$ cat src/rtl/trans_tlb.sv
// trans_tlb: fully associative MIPS-style joint TLB with NUM_PORTS one-cycle lookup ports.
// Optional probe port (TLBP-style index search) is built when TRANS_TLB_PROBE_EN is defined.
module trans_tlb #(
  parameter  int NUM_ENTRIES = 8,
  parameter  int NUM_PORTS   = 2,
  localparam int IDX_W       = $clog2(NUM_ENTRIES)
) (
  input  logic                       clk,
  input  logic                       resetn,
  input  logic [NUM_PORTS-1:0]       req_valid,
  input  logic [NUM_PORTS-1:0][31:0] req_vaddr,
  input  logic [NUM_PORTS-1:0]       req_store,
  input  logic [7:0]                 asid,
  input  logic                       k0_uncached,
  output logic [NUM_PORTS-1:0]       resp_valid,
  output logic [NUM_PORTS-1:0]       resp_uncached,
  output logic [NUM_PORTS-1:0]       resp_refill,
  output logic [NUM_PORTS-1:0]       resp_invalid,
  output logic [NUM_PORTS-1:0]       resp_modified,
  output logic [NUM_PORTS-1:0][31:0] resp_paddr,
  input  logic                       tlb_we,
  input  logic [IDX_W-1:0]           tlb_windex,
  input  logic [77:0]                tlb_wentry,
  input  logic [IDX_W-1:0]           tlb_rindex,
  output logic [77:0]                tlb_rentry
`ifdef TRANS_TLB_PROBE_EN
  ,
  input  logic                       probe_valid,
  input  logic [18:0]                probe_vpn2,
  output logic                       probe_done,
  output logic                       probe_hit,
  output logic [IDX_W-1:0]           probe_index
`endif
);

  typedef struct packed {
    logic [18:0] vpn2;
    logic [7:0]  asid;
    logic        g;
    logic [19:0] pfn0;
    logic [2:0]  c0;
    logic        d0;
    logic        v0;
    logic [19:0] pfn1;
    logic [2:0]  c1;
    logic        d1;
    logic        v1;
  } tlb_entry_t;

  function automatic logic entry_hit(input tlb_entry_t e, input logic [18:0] vpn2,
                                     input logic [7:0] cur_asid);
    return (e.vpn2 == vpn2) && (e.g || (e.asid == cur_asid));
  endfunction

  // Scanning downwards leaves the lowest matching index, so duplicates resolve silently.
  function automatic logic [IDX_W-1:0] lowest_idx(input logic [NUM_ENTRIES-1:0] m);
    logic [IDX_W-1:0] idx;
    idx = '0;
    for (int i = NUM_ENTRIES - 1; i >= 0; i--) begin
      if (m[i]) idx = IDX_W'(i);
    end
    return idx;
  endfunction

  tlb_entry_t                           entry_q [NUM_ENTRIES];
  tlb_entry_t                           sel_entry [NUM_PORTS];
  logic [NUM_PORTS-1:0][NUM_ENTRIES-1:0] match;
  logic [77:0]                          rentry_q;

  logic [NUM_PORTS-1:0]       valid_d, valid_q;
  logic [NUM_PORTS-1:0]       uncached_d, uncached_q;
  logic [NUM_PORTS-1:0]       refill_d, refill_q;
  logic [NUM_PORTS-1:0]       invalid_d, invalid_q;
  logic [NUM_PORTS-1:0]       modified_d, modified_q;
  logic [NUM_PORTS-1:0][31:0] paddr_d, paddr_q;

  // Entry storage: a write lands at the edge, so same-cycle lookups and reads see old contents.
  // NOTE: the entry array is reset explicitly because reset must invalidate every mapping;
  // this keeps it in flops rather than a RAM macro, which is fine at 2..32 entries.
  always_ff @(posedge clk) begin
    if (!resetn) begin
      for (int i = 0; i < NUM_ENTRIES; i++) entry_q[i] <= '0;
      rentry_q <= '0;
    end else begin
      if (tlb_we) entry_q[tlb_windex] <= tlb_wentry;
      rentry_q <= entry_q[tlb_rindex];
    end
  end

  always_comb begin
    for (int p = 0; p < NUM_PORTS; p++) begin
      for (int i = 0; i < NUM_ENTRIES; i++) begin
        match[p][i] = entry_hit(entry_q[i], req_vaddr[p][31:13], asid);
      end
      sel_entry[p] = entry_q[lowest_idx(match[p])];
    end
  end

  // NOTE: every output of this block gets a default before any branch, so no latch is inferred.
  always_comb begin
    for (int p = 0; p < NUM_PORTS; p++) begin
      valid_d[p]    = req_valid[p];
      uncached_d[p] = 1'b0;
      refill_d[p]   = 1'b0;
      invalid_d[p]  = 1'b0;
      modified_d[p] = 1'b0;
      paddr_d[p]    = '0;
      if (req_valid[p]) begin
        case (req_vaddr[p][31:29])
          3'b100: begin
            paddr_d[p]    = {3'b000, req_vaddr[p][28:0]};
            uncached_d[p] = k0_uncached;
          end
          3'b101: begin
            paddr_d[p]    = {3'b000, req_vaddr[p][28:0]};
            uncached_d[p] = 1'b1;
          end
          default: begin
            if (match[p] == '0) begin
              refill_d[p] = 1'b1;
            end else if (!(req_vaddr[p][12] ? sel_entry[p].v1 : sel_entry[p].v0)) begin
              invalid_d[p] = 1'b1;
            end else begin
              paddr_d[p] = {(req_vaddr[p][12] ? sel_entry[p].pfn1 : sel_entry[p].pfn0),
                            req_vaddr[p][11:0]};
              uncached_d[p] = ((req_vaddr[p][12] ? sel_entry[p].c1 : sel_entry[p].c0) == 3'd2);
              modified_d[p] = req_store[p] &
                              ~(req_vaddr[p][12] ? sel_entry[p].d1 : sel_entry[p].d0);
            end
          end
        endcase
      end
    end
  end

  // NOTE: state registers use non-blocking assignment so every flop samples pre-edge values.
  always_ff @(posedge clk) begin
    if (!resetn) begin
      valid_q    <= '0;
      uncached_q <= '0;
      refill_q   <= '0;
      invalid_q  <= '0;
      modified_q <= '0;
      paddr_q    <= '0;
    end else begin
      valid_q    <= valid_d;
      uncached_q <= uncached_d;
      refill_q   <= refill_d;
      invalid_q  <= invalid_d;
      modified_q <= modified_d;
      paddr_q    <= paddr_d;
    end
  end

  assign resp_valid    = valid_q;
  assign resp_uncached = uncached_q;
  assign resp_refill   = refill_q;
  assign resp_invalid  = invalid_q;
  assign resp_modified = modified_q;
  assign resp_paddr    = paddr_q;
  assign tlb_rentry    = rentry_q;

`ifdef TRANS_TLB_PROBE_EN
  logic [NUM_ENTRIES-1:0] probe_match;
  logic                   probe_done_q, probe_hit_q;
  logic [IDX_W-1:0]       probe_index_q;

  always_comb begin
    for (int i = 0; i < NUM_ENTRIES; i++) begin
      probe_match[i] = entry_hit(entry_q[i], probe_vpn2, asid);
    end
  end

  always_ff @(posedge clk) begin
    if (!resetn) begin
      probe_done_q  <= 1'b0;
      probe_hit_q   <= 1'b0;
      probe_index_q <= '0;
    end else begin
      probe_done_q  <= probe_valid;
      probe_hit_q   <= probe_valid && (probe_match != '0);
      probe_index_q <= (probe_valid && (probe_match != '0)) ? lowest_idx(probe_match) : '0;
    end
  end

  assign probe_done  = probe_done_q;
  assign probe_hit   = probe_hit_q;
  assign probe_index = probe_index_q;
`endif

endmodule

$ cat config.mk
export PLATFORM = sky130hd
export DESIGN_NAME = trans_tlb
export DESIGN_NICKNAME = d
export VERILOG_FILES = /design/src/rtl/trans_tlb.sv
export SDC_FILE = /design/constraint.sdc
export NUM_CORES = 2
export LEC_CHECK = 0
export BUFFER_PORTS_ARGS = -buffer_cell sky130_fd_sc_hd__buf_2
export CAP_MARGIN = 5
export CORE_ASPECT_RATIO = 0.75
export CORE_MARGIN = 1.5
export CORE_UTILIZATION = 45
export DETAILED_ROUTE_END_ITERATION = 10
export PLACE_DENSITY = 0.68
export SYNTH_ARGS = -nofsm -noshare
export SYNTH_HDL_FRONTEND = slang
export SYNTH_SLANG_ARGS = --single-unit
$ cat constraint.sdc
create_clock -name clk -period 6.4 [get_ports clk]
set_clock_uncertainty 0.05 [all_clocks]
set_input_delay 0.32 -clock clk [delete_from_list [all_inputs] [get_ports clk]]
set_output_delay 0.32 -clock clk [all_outputs]
set_load 0.005 [all_outputs]
==> impl_metrics.tcl <==
set metrics [dict create \
    fin_crit_sh_pct 91.03 \
    rsz0062_at_grt "no" \
    numCtsBuffers 81 \
    max_freq_mhz 171.6 \
    power.leakage_nw 18.51 \
    grt.total_usage_pct 32.01 \
    die_w_um 362.3 \
    busiest_layer "met2" \
    clk_latency_ns 0.69 \
    synth_area_um2 43570 \
    drc 0 \
    final_util_pct 52.34 \
    grt_start_max_net_pins 96 \
    multiInputGateArea_um2 20780 \
    gp_congestion 1.054 \
    ant_nets 0 \
    num_rows 98 \
    drt_iter0_markers 4136 \
    htreeDepth 3 \
    grt_pass1_vias 30545 \
    reg2regPathDepth 12 \
    clkTransAtPathRegs_ns 0.06 \
    cp.arrival_ns 6.28 \
    yosys_most_used_dff "edfxtp_1" \
    fin_cells 5142 \
    synth_seq_cells 776 \
    seq_area_frac_synth_pct 49.99 \
    finalSetupViolCount 0 \
    yosys_warnings 0 \
    fin_area_um2 50060 \
    path_max_fanout 40 \
    cts.sinks 776 \
    slew_violations 0 \
    tritoncts "yes" \
    wl_um 160500 \
    yosysMostFrequentCell "and2_1" \
    endpoint_kind "flop" \
    status "finished, final reports clean" \
    hpwl_um 105700 \
    worst_slew_pin_slew_ns 1.206 \
    core_region_area_um2 95640 \
    hold_depth 2 \
    start_util_pct 45.56 \
    synthTopCellsByArea "edfxtp_1 (43%), and2_1 (9.0%), mux2i_1 (8.5%)" \
    nets 3990 \
    power_density_nw_per_um2 246.5 \
    min_period_ns 5.826 \
    ios 316 \
    fin_ws_ns 0.5738 \
    finalHoldViolCount 0 \
    placed_area_um2 46430 \
    post_drt_wl_per_cell_um 31.21 \
    place_worst_setup_slack_ns 0.9634 \
    final.setup.tns_ns 0 \
    synth.top_cells.by_count "and2_1 (629), edfxtp_1 (624), mux2i_1 (370), xnor2_1 (188), xor2_1 (180)" \
    synthCells 3525 \
    dp.cells 4892 \
    drive_gt1_share_pct 20.58 \
    ir_drop_mv 0.1870 \
    yosys.area.top_type "edfxtp_1" \
    globalRouteMet3Util_pct 8.655 \
    crit_required_ns 6.85 \
    post_drt_via_cell_ratio 6.180 \
    die_h_um 272.5 \
    area_growth_syn_to_layout_pct 14.90 \
    synth-edff-count 624 \
    avgSynthCellArea_um2 12.36 \
    hp-class "input pin to flop" \
    slew-limit-headroom_pct 19.60 \
    grt-ovfl-total 0 \
    synth_top_area_share_pct 43.01 \
    syn_nets 3689 \
    synth.distinct_cells 63 \
    final.fill_count 8205 \
    critPathLaunchType "flop" \
    gr-usage-met1_pct 46.07 \
    grt_pass1_wl_um 226300 \
    async_flop_share_pct 0 \
    drv_cap 0 \
    dr.pass1.iters 8 \
    cts_root_buf "clkbuf_16" \
    antenna_found_initial 14 \
    dieArea_um2 98720 \
    vias 31780 \
    worst-setup-path-type "flop to flop" \
    clk_path_buf_depth 3 \
    regArea_um2 21780 \
    cts_resized 0 \
    met2_usage_pct 46.50 \
    port_buffers 315 \
]
[kinds of logic (layout without fill, tap and decap cells)]
| logic type | Yosys count | in the layout | synth area share [%] |
|---|---|---|---|
| AOI/OAI and AO/OA | 354 | 354 | 5.255 |
| xor gates and xnor gates | 368 | 368 | 7.397 |
| buffers and inverters | 286 | 649 | 2.860 |
| DFF | 776 | 776 | 49.99 |
| muxes | 632 | 632 | 19.47 |
| other | 0 | 4 | 0 |
| and+or+nand+nor | 1109 | 1109 | 15.03 |
[stage by stage]
| stage | total power [W] | hold slack (ns) |
|---|---|---|
| after floorplan | 0.006927 | 0.4012 |
| after global routing | 0.01266 | 0.02624 |
| after global placement | 0.007548 | 0.5075 |
| after CTS | 0.01234 | 0.007344 |
| after detailed placement | 0.007556 | 0.5098 |
| final | 0.01234 | 0.04272 |
[worst paths after layout]
kind                        from  slack (ns)          endpoint
setup / recovery  entry_q[4][70]        0.57  resp_uncached[1]
hold / removal    tlb_wentry[72]        0.04    entry_q[4][72]
setup reg to reg  entry_q[4][70]        0.57  resp_uncached[1]
hold reg to reg    entry_q[3][4]        0.70     tlb_rentry[4]
[report_power, final]
group,switching [W],internal [W]
Combinational,0.000852,0.000639
Sequential,0.000283,0.00577
Clock,0.00207,0.00273
[registers in the layout, indices dropped and copies added (netlist names)]
| signal | flops |
|---|---|
| entry_q | 624 |
| tlb_rentry | 78 |
| resp_paddr | 64 |
| resp_invalid | 2 |
| resp_modified | 2 |
| resp_refill | 2 |
| resp_uncached | 2 |
| resp_valid | 2 |
[area by class of cell]
cell class	count	area share (%)
Tap cell	1250	3.124
Inverter	9	0.06748
Clock inverter	29	0.6523
Sequential cell	776	43.51
Timing Repair Buffer	495	6.561
Multi-Input combinational cell	2463	41.51
Antenna cell	4	0.01999
Clock buffer	116	4.556
[worst max-delay path, cell delays in order (launching register included)]
cell and delay (ns):
edfxtp_1 0.56, xnor2_1 0.22, nand4_1 0.15, nor4_1 0.62
nand3_1 0.30, o21ai_0 0.64, o21ai_0 0.46, nand2_4 0.70
buf_4 0.47, mux2i_1 0.22, a21oi_1 0.11, a211oi_1 0.88
o31ai_1 0.21
[what timing repair did]
item / CTS / global route
hold buffers: 101 / 0
endpoints found under the hold margin: 611 / 0
buffers inserted: 0 / 0
[layer usage]
metal / up-vias / wire (µm)
li1: 13510 / -
met1: 15850 / 66670
met2: 2103 / 67840
met3: 305 / 20090
met4: 12 / 5809
met5: - / 69
[cells in the final DEF, fill, tap and decap left out, types with 47 or more instances in the layout]
cell	n
xor2_1	180
xnor2_1	188
buf_4	74
dfxtp_1	152
edfxtp_1	624
and2_1	629
nor2b_1	99
dlygate4sd3_1	101
nor2_1	47
nand4_1	47
buf_2	311
o21ai_0	86
nor4_1	49
nand2_1	106
clkbuf_16	83
mux2_2	96
a21oi_1	92
mux4_2	161
mux2i_1	370
(Power assumes the default switching activity.)
